`src/rtl/dvp_pattern_tx_if.sv`:
```
// rtl/dvp_pattern_tx_if.sv - DVP pixel bus (vsync, href, byte data) between pattern source and capture
interface dvp_pattern_tx_if;
    logic       O_vsync;
    logic       O_href;
    logic [7:0] O_data;

    modport master (output O_vsync, output O_href, output O_data);
    modport slave  (input  O_vsync, input  O_href, input  O_data);
endinterface

```
`src/rtl/dvp_pattern_tx.sv`:
```
// rtl/dvp_pattern_tx.sv - synthetic OV5640-style DVP source emitting RGB565 test patterns, two bytes per pixel
module dvp_pattern_tx #(
    parameter int H_ACTIVE    = 640,
    parameter int H_BLANK     = 288,
    parameter int V_ACTIVE    = 480,
    parameter int VSYNC_LINES = 4,
    parameter int V_BACK      = 16,
    parameter int V_FRONT     = 8
) (
    input  logic                I_pxl_clk,
    input  logic                I_rst_n,
    input  logic                I_en,
    input  logic [1:0]          I_pattern_sel,
    input  logic [15:0]         I_solid_rgb,
    dvp_pattern_tx_if.master    o_dvp,
    output logic                O_busy,
    output logic [15:0]         O_frame_cnt
);

    localparam int LINE_T    = 2 * H_ACTIVE + H_BLANK;
    localparam int BAR_BYTES = H_ACTIVE / 4;

    typedef enum logic [2:0] {S_IDLE, S_VSYNC, S_VBACK, S_ACTIVE, S_VFRONT} state_t;

    state_t      r_state, w_state_nxt;
    logic [15:0] r_col, r_ln, w_ln_last;
    logic [15:0] r_bar_cnt;
    logic [2:0]  r_bar_idx;
    logic [1:0]  r_sel;
    logic [15:0] r_solid;
    logic        r_vsync, r_href, r_busy;
    logic [7:0]  r_data;
    logic [15:0] r_frame_cnt;
    logic        w_line_end, w_phase_end, w_latch, w_href_nxt;
    logic [15:0] w_pixel;
    logic [7:0]  w_byte;

    always_comb begin
        w_ln_last = 16'd0;
        case (r_state)
            S_VSYNC:  w_ln_last = 16'(VSYNC_LINES - 1);
            S_VBACK:  w_ln_last = 16'(V_BACK - 1);
            S_ACTIVE: w_ln_last = 16'(V_ACTIVE - 1);
            S_VFRONT: w_ln_last = 16'(V_FRONT - 1);
            default:  w_ln_last = 16'd0;
        endcase
    end

    assign w_line_end  = (r_col == 16'(LINE_T - 1));
    assign w_phase_end = w_line_end && (r_ln == w_ln_last);
    // Pattern inputs are captured only when a frame starts, so a frame is always uniform.
    assign w_latch     = I_en && ((r_state == S_IDLE) || ((r_state == S_VFRONT) && w_phase_end));

    always_comb begin
        w_state_nxt = r_state;
        case (r_state)
            S_IDLE:   if (I_en)        w_state_nxt = S_VSYNC;
            S_VSYNC:  if (w_phase_end) w_state_nxt = S_VBACK;
            S_VBACK:  if (w_phase_end) w_state_nxt = S_ACTIVE;
            S_ACTIVE: if (w_phase_end) w_state_nxt = S_VFRONT;
            S_VFRONT: if (w_phase_end) w_state_nxt = I_en ? S_VSYNC : S_IDLE;
            default:                   w_state_nxt = S_IDLE;
        endcase
    end

    always_ff @(posedge I_pxl_clk or negedge I_rst_n) begin
        if (!I_rst_n) r_state <= S_IDLE;
        else          r_state <= w_state_nxt;
    end

    // Bar counter advances one byte per clock so bar boundaries need no divider.
    always_ff @(posedge I_pxl_clk or negedge I_rst_n) begin
        if (!I_rst_n) begin
            r_col     <= 16'd0;
            r_ln      <= 16'd0;
            r_bar_cnt <= 16'd0;
            r_bar_idx <= 3'd0;
        end else begin
            if (r_state == S_IDLE || w_line_end) begin
                r_col     <= 16'd0;
                r_bar_cnt <= 16'd0;
                r_bar_idx <= 3'd0;
            end else begin
                r_col <= r_col + 16'd1;
                if (r_bar_cnt == 16'(BAR_BYTES - 1)) begin
                    r_bar_cnt <= 16'd0;
                    r_bar_idx <= r_bar_idx + 3'd1;
                end else begin
                    r_bar_cnt <= r_bar_cnt + 16'd1;
                end
            end
            if (r_state == S_IDLE || w_phase_end) r_ln <= 16'd0;
            else if (w_line_end)                  r_ln <= r_ln + 16'd1;
        end
    end

    always_comb begin
        w_pixel = 16'h0000;
        case (r_sel)
            2'd0: begin
                case (r_bar_idx)
                    3'd0:    w_pixel = 16'hFFFF;
                    3'd1:    w_pixel = 16'hFFE0;
                    3'd2:    w_pixel = 16'h07FF;
                    3'd3:    w_pixel = 16'h07E0;
                    3'd4:    w_pixel = 16'hF81F;
                    3'd5:    w_pixel = 16'hF800;
                    3'd6:    w_pixel = 16'h001F;
                    default: w_pixel = 16'h0000;
                endcase
            end
            // Pixel column x is r_col >> 1, so x[7:3] = r_col[8:4] and x[4] = r_col[5].
            2'd1:    w_pixel = {r_col[8:4], r_col[8:3], r_col[8:4]};
            2'd2:    w_pixel = (r_col[5] ^ r_ln[4]) ? 16'hFFFF : 16'h0000;
            default: w_pixel = r_solid;
        endcase
    end

    assign w_href_nxt = (r_state == S_ACTIVE) && (r_col < 16'(2 * H_ACTIVE));
    assign w_byte     = r_col[0] ? w_pixel[7:0] : w_pixel[15:8];

    always_ff @(posedge I_pxl_clk or negedge I_rst_n) begin
        if (!I_rst_n) begin
            r_vsync     <= 1'b0;
            r_href      <= 1'b0;
            r_data      <= 8'h00;
            r_busy      <= 1'b0;
            r_frame_cnt <= 16'h0000;
            r_sel       <= 2'd0;
            r_solid     <= 16'h0000;
        end else begin
            r_vsync <= (r_state == S_VSYNC);
            r_href  <= w_href_nxt;
            r_data  <= w_href_nxt ? w_byte : 8'h00;
            r_busy  <= (r_state != S_IDLE);
            if ((r_state == S_VFRONT) && w_phase_end) r_frame_cnt <= r_frame_cnt + 16'd1;
            if (w_latch) begin
                r_sel   <= I_pattern_sel;
                r_solid <= I_solid_rgb;
            end
        end
    end

    assign o_dvp.O_vsync = r_vsync;
    assign o_dvp.O_href  = r_href;
    assign o_dvp.O_data  = r_data;
    assign O_busy        = r_busy;
    assign O_frame_cnt   = r_frame_cnt;

endmodule

```
`src/flat_wrapper.sv`:
```
// flat-port wrapper written by rule: the top's interface ports become plain ports
module dvp_pattern_tx_flat 
#(
    parameter int H_ACTIVE    = 640,
    parameter int H_BLANK     = 288,
    parameter int V_ACTIVE    = 480,
    parameter int VSYNC_LINES = 4,
    parameter int V_BACK      = 16,
    parameter int V_FRONT     = 8
)
  (I_pxl_clk, I_rst_n, I_en, I_pattern_sel, I_solid_rgb, O_busy, O_frame_cnt, o_dvp_O_vsync, o_dvp_O_href, o_dvp_O_data);
  dvp_pattern_tx_if o_dvp_i ();
  input  logic I_pxl_clk;
  input  logic I_rst_n;
  input  logic I_en;
  input  logic [1:0] I_pattern_sel;
  input  logic [15:0] I_solid_rgb;
  output logic O_busy;
  output logic [15:0] O_frame_cnt;
  output wire logic [$bits(o_dvp_i.O_vsync)-1:0] o_dvp_O_vsync;
  output wire logic [$bits(o_dvp_i.O_href)-1:0] o_dvp_O_href;
  output wire logic [$bits(o_dvp_i.O_data)-1:0] o_dvp_O_data;
  assign o_dvp_O_vsync = o_dvp_i.O_vsync;
  assign o_dvp_O_href = o_dvp_i.O_href;
  assign o_dvp_O_data = o_dvp_i.O_data;
  dvp_pattern_tx #(.H_ACTIVE(H_ACTIVE), .H_BLANK(H_BLANK), .V_ACTIVE(V_ACTIVE), .VSYNC_LINES(VSYNC_LINES), .V_BACK(V_BACK), .V_FRONT(V_FRONT)) u_core (.I_pxl_clk(I_pxl_clk), .I_rst_n(I_rst_n), .I_en(I_en), .I_pattern_sel(I_pattern_sel), .I_solid_rgb(I_solid_rgb), .o_dvp(o_dvp_i), .O_busy(O_busy), .O_frame_cnt(O_frame_cnt));
endmodule
```
`config.mk`:
```
export PLATFORM = sky130hd
export DESIGN_NAME = dvp_pattern_tx_flat
export DESIGN_NICKNAME = d
export VERILOG_FILES = /design/src/rtl/dvp_pattern_tx_if.sv /design/src/rtl/dvp_pattern_tx.sv /design/src/flat_wrapper.sv
export SDC_FILE = /design/constraint.sdc
export NUM_CORES = 1
export LEC_CHECK = 0
export ABC_AREA = 1
export ABC_CLOCK_PERIOD_IN_PS = 2000
export CORE_MARGIN = 2
export CORE_UTILIZATION = 30
export CTS_BUF_LIST = sky130_fd_sc_hd__clkbuf_16
export DETAILED_ROUTE_END_ITERATION = 8
export PLACE_DENSITY = 0.51
export SLEW_MARGIN = 10
export SYNTH_ARGS = -nofsm -noshare
export SYNTH_HDL_FRONTEND = slang
export SYNTH_SLANG_ARGS = --single-unit
```
`constraint.sdc`:
```
create_clock -name I_pxl_clk -period 2 [get_ports I_pxl_clk]
set_clock_uncertainty 0.2 [all_clocks]
set_input_delay 0.4 -clock I_pxl_clk [delete_from_list [all_inputs] [get_ports I_pxl_clk]]
set_output_delay 0.4 -clock I_pxl_clk [all_outputs]
set_load 0.01 [all_outputs]
```
Word-level counts from Yosys, hierarchy flattened:

Cells that the tools add are included.

* bits in registers: 99
* bits of input ports: 21
* output and inout bits: 27
* logic and storage cells: 73

* add/sub/neg operators: 5
* order comparisons: 1
* eq/ne operators: 20
* multiplexer cells: 20
* bitwise logic cells: 1
* reduce and logical (&&, ||, !) cells: 14

Operator list (count)
* $pmux W16 S7: 1
* $mux W16: 6
* $add A16 B1 Y16 const B: 4
* $pmux W16 S3: 1
* $pmux W9 S4: 1
* $mux W3: 7
* $eq A16 B11 Y1 const B: 1
* $eq A16 B8 Y1 const B: 1
* $eq A16 B9 Y1: 1
* $lt A16 B11 Y1 const B: 1
* $mux W8: 2
* $pmux W3 S5: 1
* $eq A3 B2 Y1 const B: 4
* $eq A3 B3 Y1 const B: 4
* $ne A2 B1 Y1 const B: 4
* $eq A3 B1 Y1 const B: 2
* $logic_not A3 Y1: 2
* $reduce_and A5 Y1: 1
* $logic_and A1 B1 Y1: 4
* $reduce_bool A2 Y1: 2
* $add A3 B1 Y3 const B: 1
* $logic_or A1 B1 Y1: 3
* $reduce_bool A3 Y1: 1
* $eq A2 B1 Y1 const B: 1
* 5 further kinds: 5

Depth between registers and ports, before layout:

Gate-level depths: netlist (run 1).

* word-level depth: 7
* depth in mapped cells: 13
* mapped depth without buffers: 13

Worst setup path after synthesis (run 1):

OpenSTA, ideal clock, no wires.

* path kind: register -> register
* start point: reg u_core.r_col[0]
* end point: reg u_core.r_sel[1]
* library setup time: 0.117 ns
* data arrival time: 1.602 ns
* data required time: 1.683 ns
* setup slack: 0.081 ns
* cell stages (with the launch flop): 14
* path buffers: 1
* period minus slack after synthesis: 1.919 ns
* path through: dfrtp_1 > ha_1 > nand2_1 > inv_1 > nand2_1 > nor2_1 > nand2_1 > nor2_2 > nand3_4 > nand2_4 > nand2_4 > buf_6 > nand2_1 > nand2_1

* word-level cells in the longest chain between the ends: 5

Ends and longest elaborated chain
* start: declaration: RTL line dvp_pattern_tx.sv:26 `logic [15:0] r_col, r_ln, w_ln_last;`
* start signal: assignment: RTL line dvp_pattern_tx.sv:84 `r_col <= r_col + 16'd1;`
* $eq A16 B11 Y1: RTL line dvp_pattern_tx.sv:49 `assign w_line_end = (r_col == 16'(LINE_T - 1));`
* $logic_and A1 B1 Y1: RTL line dvp_pattern_tx.sv:50 `assign w_phase_end = w_line_end && (r_ln == w_ln_last);`
* $logic_and A1 B1 Y1: RTL line dvp_pattern_tx.sv:52 `assign w_latch = I_en && ((r_state == S_IDLE) || ((r_state == S_VFRONT) && w_phase_end));`
* $logic_or A1 B1 Y1: RTL line dvp_pattern_tx.sv:52
* $logic_and A1 B1 Y1: RTL line dvp_pattern_tx.sv:52
* end signal: assignment: RTL line dvp_pattern_tx.sv:138 `r_sel <= I_pattern_sel;`
* end: declaration: RTL line dvp_pattern_tx.sv:29 `logic [1:0] r_sel;`

Every way passes these cells.
A chain may end at the register's enable or synchronous reset.

Worst setup path in the final report (run 1):

* start point: reg u_core.r_frame_cnt[2] (netlist: u_core.O_frame_cnt[2])
* end point: out O_frame_cnt[2]

RTL lines
* start: declaration: RTL line dvp_pattern_tx.sv:33 `logic [15:0] r_frame_cnt;`
* start signal: assignment: RTL line dvp_pattern_tx.sv:136 `if ((r_state == S_VFRONT) && w_phase_end) r_frame_cnt <= r_frame_cnt + 16'd1;`
* end: declaration: RTL line flat_wrapper.sv:19 `output logic [15:0] O_frame_cnt;`

No word-level cell between the ends.

==> results.txt, run 1 <==
0 antenna diodes ended up in the layout. The commonest cells after synthesis are 214 x sky130_fd_sc_hd__nand2_1, 99 x sky130_fd_sc_hd__dfrtp_1, 99 x sky130_fd_sc_hd__nor2_1, 78 x sky130_fd_sc_hd__inv_1, 64 x sky130_fd_sc_hd__nand3_1. The first global-routing pass estimated 23.83 mm of wire.

Adding up every negative setup slack in the final design gives 0 ns. For the power spent charging and discharging nets, the log shows 3.200 mW. The run gives 755 as the post-synthesis cell count.

The fraction of power consumed by sequential logic came out at 0.338. The proportion of synthesized chip area in sequential cells came out at 0.4453. At the end of routability-driven placement, the weighted congestion stood at 0.8218.

The clock-pin slew reported for the worst setup and hold paths after clock tree synthesis was 0.07 ns. The met3 layer usage reported by global route came out at 0.02154. The startpoint-to-endpoint class of the critical path is reg -> out.

The clock insertion delay at the later pin of the skew report came out at 0.35 ns. The final-layout worst hold slack came out at 0.2735 ns. From left edge to right edge, the die measures 140.2 um. The most used flip-flop cell after synthesis is sky130_fd_sc_hd__dfrtp_1. OpenSTA, run right after detailed placement, puts the worst setup slack at 0.04352 ns.

TritonCTS built the clock tree. In the post-synthesis netlist, the cell with the most instances is sky130_fd_sc_hd__nand2_1. The run gives 1,865 as the fill cell total of the finished layout.

The origin of the critical flop-to-flop path is u_core.r_col[1]. Data on the critical path is required at its endpoint by 1.40 ns. Entering global routing, the biggest net connects 38 pins.

The run gives 0.3076 as the starting utilization of the core area. The area share of the largest cell type after synthesis works out to 0.4453. In this run the most critical hold path is launched from u_core.r_bar_cnt[0]. STA classifies the critical path endpoint as a primary output.

The share of cells above drive strength 1 was 0.1749. The number of iterations in the first detailed-routing pass is 9, and the final layout net count is 894. The number of max-slew violations in the final report is 0, and the clock tree buffer depth is 2.

The logs give 0 for the number of setup violations in the final report and 99 for the number of sinks on the clock net. The top achievable clock speed came out at 512.8 MHz. For the relative slew slack, the log shows 0.6821. For this block, the initial DRC count from the detailed router was 294.

Among cell families on the critical path, the largest total delay comes from buffers and inverters. The routed via count is 5,145, and the cell count after placement is 1,074. Row generation in the floorplan step produced 49 rows.

The run gives 0 as the reported max-cap violation count. The highest fanout seen on the critical path was 5; the ratio of routed vias to standard cells was 4.686. Ranked by total cell area, the synthesized netlist is headed by sky130_fd_sc_hd__dfrtp_1 45%, sky130_fd_sc_hd__nand2_1 14%, sky130_fd_sc_hd__nor2_1 6.7%. The run gives 0.4055 as the final core utilization. The number of hold violations in the final report was 0. Setup repair after global routing could not meet its margin everywhere.

The power after layout was 8.030 mW. The count of unique library cells instantiated by Yosys was 37. The number of synthesized flops with an enable pin was 0. sky130_fd_sc_hd__dfrtp_1 takes more of the synthesized area than any other cell.

The worst setup path is launched from a flip-flop. At the pin with the least slew margin, the transition time is 0.4732 ns. The arrival time of the worst setup path was 1.35 ns.

When the netlist entered floorplanning its net count stood at 785. The buffer and inverter count on the worst path came out at 1. Clock tree synthesis selected as its root buffer the cell sky130_fd_sc_hd__clkbuf_16. The clock network fraction of total power came out at 0.224.

The run gives 48 as the I/O pin count. The wire length per cell is 13.01 um, and the count of H-tree levels built during CTS is 3. In this design, the stage delay of the slowest critical-path cell is 0.57 ns. The slowest stage of the critical path is the sky130_fd_sc_hd__clkdlybuf4s50_1 cell. Traced cell by cell, the critical path runs through clkdlybuf4s50_1. The wire-length estimate of the detail-placed layout is 10.57 mm. The combinational share of power came out at 0.438. The final worst-path cycle share was 0.9750; the global routing usage on met1 was 0.2146. The floorplan step defined a die boundary enclosing 0.01965 mm^2. The run gives 0.5279 mV as the worst IR drop on VDD. In this run the mean area of a mapped cell was 7.368 um^2. The global-route usage over all layers is 0.1489.

The proportion of total power due to net switching works out to 0.3985. The total routed wirelength is 14.28 mm, and the static leakage is 3.477 nW. The number of buffers added on ports came out at 47. The tools report the number of remaining DRC errors as 1. With fillers left out, the area of the finished cells amounts to 0.007333 mm^2. Tracing the worst setup path back leads to its startpoint at u_core.O_frame_cnt[2].

The internal power of the cells totals 4.830 mW. The area of the core was 0.01809 mm^2. The flow ran to the end, but the final reports show violations. For the area of the mapped netlist, the log shows 0.005563 mm^2. The power per cell area works out to 1095 mW/mm^2. The tools report the via count of the first global-routing pass as 4,903. The number of antenna violations at the first check in global routing came out at 0.

The worst hold path belongs to the class reg -> reg. The remaining antenna violation count came out at 0. The final worst slack is 0.05004 ns, and the number of warnings printed during yosys synthesis is 0. For the finished layout, the period the worst path requires is 1.950 ns. The final reports fail on DRC. In this run the vertical extent of the chip is 140.2 um.

Relative to the synthesized area, the layout overhead comes to 31.83%. The TritonCTS buffer count is 9. The filler-free cell count of the finished design is 1,098, and the met2 track demand over resource is 0.2304. The register bit total from synthesis was 99. The share of synthesized flip-flops with an asynchronous set or reset is 1.000, and the area of placed instances is 0.006769 mm^2. In this run the most used layer during global routing was met2. The tools report the overall overflow remaining after global route as 0.
## cells by family after synthesis
kind of cell               after synthesis  share of synthesized area
and+or+nand+nor                        446                     0.3471
DFF                                     99                     0.4453
xor gates and xnor gates                25                    0.03936
AOI/OAI and AO/OA                       77                    0.07648
buffers and inverters                   99                    0.07152
adders and majority gates                9                    0.02024
## power groups by stage
stage / clock, mW / sequential, mW / combinational [mW]
2_1_floorplan: 0 / 2.71 / 2.05
3_3_place_gp: 0 / 2.74 / 3.35
3_5_place_dp: 0 / 2.73 / 3.35
4_1_cts: 1.86 / 2.70 / 3.37
5_1_grt: 1.94 / 2.77 / 3.99
6_report: 1.80 / 2.72 / 3.52
## final cells by class
type	instances	area, um^2	share of cell area
Multi-Input combinational cell	557	2831	0.3861
Tap cell	229	286.5	0.03907
Inverter	81	304.0	0.04146
Sequential cell	99	2491	0.3397
Timing Repair Buffer	116	1120	0.1527
Clock buffer	9	225.2	0.03071
Clock inverter	7	75.07	0.01024
## registers in the layout, summed over array words and instances (netlist names)
| signal | count |
|---|---|
| u_core.O_frame_cnt | 16 |
| u_core.o_dvp.O_data | 8 |
| u_core.r_col | 16 |
| u_core.r_ln | 16 |
| u_core.r_sel | 2 |
| u_core.r_bar_idx | 3 |
| u_core.r_bar_cnt | 16 |
| u_core.r_state | 3 |
| u_core.r_solid | 16 |
| u_core.o_dvp.O_vsync | 1 |
| u_core.o_dvp.O_href | 1 |
| u_core.O_busy | 1 |
## layer usage
metal	vias to the layer above	share of wire	wire length, um
li1	2664	-	-
met1	2381	0.50	7132
met2	86	0.45	6489
met3	14	0.034	490
met4	0	0.012	171
met5	-	0	0
## repair_timing
item | in CTS | in global routing
endpoints found under the setup margin | 4 | 70
cloned | 0 | 1
setup buffers | 0 | 6
gates resized for setup | 4 | 66
hold endpoints to repair | 26 | 0
hold buffers | 1 | 0
pin swaps | 0 | 4
## worst reg2reg max path: cells and delay by family, from the launching register on
family / cells / cell delay [ns]
compound gates: 1 / 0.06
fa+ha+maj: 1 / 0.19
buf+inv: 2 / 0.26
flops: 1 / 0.36
simple gates: 8 / 0.78
## cell usage in the layout (no fill, tap or decap), types with 4 or more instances in the layout
| master | n |
|---|---|
| sky130_fd_sc_hd__nand2_1 | 199 |
| sky130_fd_sc_hd__nor2_1 | 92 |
| sky130_fd_sc_hd__dfrtp_1 | 88 |
| sky130_fd_sc_hd__inv_1 | 75 |
| sky130_fd_sc_hd__nand3_1 | 61 |
| sky130_fd_sc_hd__buf_4 | 57 |
| sky130_fd_sc_hd__clkdlybuf4s50_1 | 45 |
| sky130_fd_sc_hd__nor3_1 | 30 |
| sky130_fd_sc_hd__a21oi_1 | 29 |
| sky130_fd_sc_hd__xor2_1 | 21 |
| sky130_fd_sc_hd__o21ai_0 | 20 |
| sky130_fd_sc_hd__nand4_1 | 19 |
| sky130_fd_sc_hd__nand2_2 | 17 |
| sky130_fd_sc_hd__dfrtp_2 | 11 |
| sky130_fd_sc_hd__clkbuf_16 | 10 |
| sky130_fd_sc_hd__o21ai_1 | 9 |
| sky130_fd_sc_hd__ha_1 | 8 |
| sky130_fd_sc_hd__buf_12 | 8 |
| sky130_fd_sc_hd__inv_2 | 7 |
| sky130_fd_sc_hd__nor2_2 | 7 |
| sky130_fd_sc_hd__nor2_4 | 6 |
| sky130_fd_sc_hd__o211ai_1 | 5 |
| sky130_fd_sc_hd__nand3_2 | 4 |
| sky130_fd_sc_hd__xnor2_1 | 4 |
## path summary, 6_finish.rpt
check | endpoint | slack (ns) | depth (start not counted)
setup / recovery | O_frame_cnt[2] | 0.05 | 1
hold / removal | u_core.r_bar_cnt[0] | 0.27 | 1
setup reg to reg | u_core.O_frame_cnt[9] | 0.09 | 12
hold reg to reg | u_core.r_bar_cnt[0] | 0.27 | 1
max in group asynchronous | u_core.r_state[1] | 0.74 | 3
min in group asynchronous | u_core.r_col[10] | 0.31 | 2
No activity file was read; power rests on OpenSTA's default activity.
==> run 2, diff against run 1 <==
--- a/config.mk
+++ b/config.mk
@@ -8,10 +8,10 @@
 export ABC_AREA = 1
 export ABC_CLOCK_PERIOD_IN_PS = 2000
 export CORE_MARGIN = 2
-export CORE_UTILIZATION = 30
+export CORE_UTILIZATION = 53
 export CTS_BUF_LIST = sky130_fd_sc_hd__clkbuf_16
 export DETAILED_ROUTE_END_ITERATION = 8
-export PLACE_DENSITY = 0.51
+export PLACE_DENSITY = 0.79
 export SLEW_MARGIN = 10
 export SYNTH_ARGS = -nofsm -noshare
 export SYNTH_HDL_FRONTEND = slang
==> run 2 against run 1 <==
- the flow finishes with violations (setup timing)
- maximum frequency down 2.9%
- combinational power about the same
- routed wire length up 0.48%
- first-iteration DRC count up 21%
- worst setup slack worse by 0.057 ns
- clock-buffer cell count unchanged
- global-route usage up 10 points
- sequential share of layout area up 0.71 points
- via count up 6.4%
- worst hold slack worse by 0.039 ns
- clock power up 6%
- die area down 42%
- largest power group unchanged
==> results.txt, run 2 (synthesis gave the netlist of run 1 again) <==
The flow ran to the end, but the final reports show violations. The final reports fail on setup timing. The run gives 0.002853 mm^2 as the total area of multi-input combinational cells. After detailed routing, the number of remaining DRC violations is 0. The critical path is of the reg -> reg type.

In this run the worst path has a maximum fanout of 6. After the first detailed-routing iteration, the DRC count stood at 357. Setup violations remaining at the end of the flow were counted as 2. From bottom edge to top edge, the die measures 106.5 um. Clock root buffer: sky130_fd_sc_hd__clkbuf_16. The library cell used most frequently in the layout, excluding fill and tap cells, is sky130_fd_sc_hd__nand2_1.

Entering global routing, the biggest net connects 52 pins. The floorplan die width came out at 106.5 um. The tools report the power after layout as 8.157 mW. Hold is met by 0.2348 ns. The overall overflow remaining after global route is 0, and the clock-pin slew reported for the worst setup and hold paths after clock tree synthesis is 0.07 ns.

The tools report the number of hold violations in the final report as 0. Registers take 0.002485 mm^2. The count of nets left with antenna violations once routing finished came out at 0. At the worst endpoint, the required time is 2.09 ns. The clock tree buffer depth is 2. Startpoint class of the critical path: a flip-flop. Relative slew slack: 0.6785. Critical path capture point type: a flip-flop. After floorplanning, the core was divided into 37 placement rows. The starting utilization of the core area was 0.5413. For the final routed database, the setup TNS stands at -0.01031 ns.

The logs give 884 for the final layout net count and -0.007 ns for the register-to-register setup slack. In this run the number of cells on the critical path is 12. The top achievable clock speed came out at 498.2 MHz. Power spread over the standard cell area amounts to 1139 mW/mm^2. The first global-routing pass estimated 22.95 mm of wire. For the global-route usage over all layers, the log shows 0.2508. The number of max-slew violations in the final report was 0; the share of cells above drive strength 1 was 0.1643. The capturing instance or port of the critical path was u_core.O_frame_cnt[12]. The critical path contains buffers and inverters numbering 2 combined. The type of the most critical hold path was in -> async. Number of antenna violations at the first check in global routing: 0. The final worst-path cycle share was 1.004; the number of sinks on the clock net was 99.

The run gives 48 as the I/O pin count. At the pin with the least slew margin, the transition time is 0.4786 ns. The tools report the origin of the critical flop-to-flop path as u_core.r_state[1]. The clock tree synthesis step divided the H-tree into 3 levels.

The number of buffers added on ports is 47, and the clock insertion delay at the later pin of the skew report is 0.36 ns. The via count of the first global-routing pass came out at 5,075. The run gives 5 as the number of iterations in the first detailed-routing pass.

The floorplan step defined a core boundary enclosing 0.01028 mm^2. Counting cells, the worst reg-to-reg path comes to 12. Grouping stages by cell kind, the critical path spends the most delay in simple AND/OR/NAND/NOR gates.

Data on the critical path arrives at its endpoint at 2.10 ns. The maximum cell stage delay along the critical path was 0.47 ns. Final core utilization: 0.6971. The routed via count was 5,475.

The relative area change from synthesis to final layout works out to 28.79%. Leaving out fill and tap cells, the most frequent cells in the layout are 195 x sky130_fd_sc_hd__nand2_1, 93 x sky130_fd_sc_hd__dfrtp_1, 92 x sky130_fd_sc_hd__nor2_1. The repair_antennas step left the layout with diodes totalling 0.

Dividing the detail-routed wire length by the instance count gives 14.44 um. The time the worst path needs with I/O delays and setup was 2.007 ns; the TritonCTS buffer count was 9. The total routed wirelength is 14.35 mm.

The tools report the weighted congestion reported at the end of routability-driven placement as 0.9706. TritonCTS built the clock tree. Traced cell by cell, the critical path runs through buf_6, nand2_4, nor2_4, nand2_1, nand2_2, nand2_2, nor2_4, nand3_4, nor2_4, clkbuf_16, o21ai_1, nand2_1. The largest individual stage delay along the critical path comes from the cell sky130_fd_sc_hd__dfrtp_2. The logs give 3.459 nW for the static leakage and 0 for the reported max-cap violation count. The critical path startpoint is u_core.r_state[1]. For the fill cell total of the finished layout, the log shows 798. By instance count, the cell type seen most on the critical path is sky130_fd_sc_hd__nor2_4. The run gives 9.520 mm as the detailed placer's ending HPWL. In this run the critical register-to-register path is captured at u_core.O_frame_cnt[12]. Setup repair after global routing could not meet its margin everywhere. The worst IR drop on VDD is 0.7009 mV.

The logs give 0.01133 mm^2 for the total die area and -0.007429 ns for the final worst slack. The ratio of routed vias to standard cells came out at 5.508.
run 2: worst min path at each step:
| stage | cells after the start | start | end | slack [ns] |
|---|---|---|---|---|
| 2_1_floorplan | 0 | I_rst_n | u_core.O_busy | -0.1 |
| 3_3_place_gp | 1 | I_rst_n | u_core.r_bar_cnt[3] | 0.07 |
| 3_5_place_dp | 1 | I_rst_n | u_core.r_bar_cnt[3] | 0.07 |
| 4_1_cts | 2 | I_rst_n | u_core.r_bar_cnt[13] | 0.23 |
| 5_1_grt | 2 | I_rst_n | u_core.r_bar_cnt[13] | 0.26 |
| 6_report | 2 | I_rst_n | u_core.r_bar_cnt[13] | 0.23 |
run 2: timing repair:
action / in CTS / in global routing
hold endpoints to repair: 48 / 0
gates cloned: 0 / 2
pin swaps: 1 / 6
hold buffers: 1 / 0
gates resized for setup: 5 / 65
endpoints found under the setup margin: 21 / 82
buffers inserted: 0 / 10
run 2: per-stage QoR:
step	area, um^2	cells	setup WS [ns]
after detailed placement	6528	966	-0.03542
after global placement	6528	966	0.06527
after CTS	6870	982	0.001021
final	7164	994	-0.007429
after global routing	7164	994	-0.1168
after floorplan	5563	755	0.08128
run 2: power by group:
part | internal, mW | total, mW | switching (mW) | leakage [nW]
clock | 1.10 | 1.90 | 0.801 | 0.157
combinational | 1.39 | 3.50 | 2.11 | 1.98
sequential | 2.42 | 2.76 | 0.344 | 1.32
run 2: final cells by class:
class / instances / share of cell area
multi-input combinational: 557 / 0.3982
sequential: 99 / 0.3468
timing repair buffer: 106 / 0.1444
inverter: 81 / 0.04279
clock buffer: 9 / 0.03144
tap: 136 / 0.02375
clock inverter: 6 / 0.01257
run 2: layer usage:
metal,GRT usage,wire length (um),vias up
met2,0.4286,7320,191
met5,0,0,-
li1,-,-,2629
met4,0.07514,333,0
met3,0.04905,788,37
met1,0.3240,5908,2618
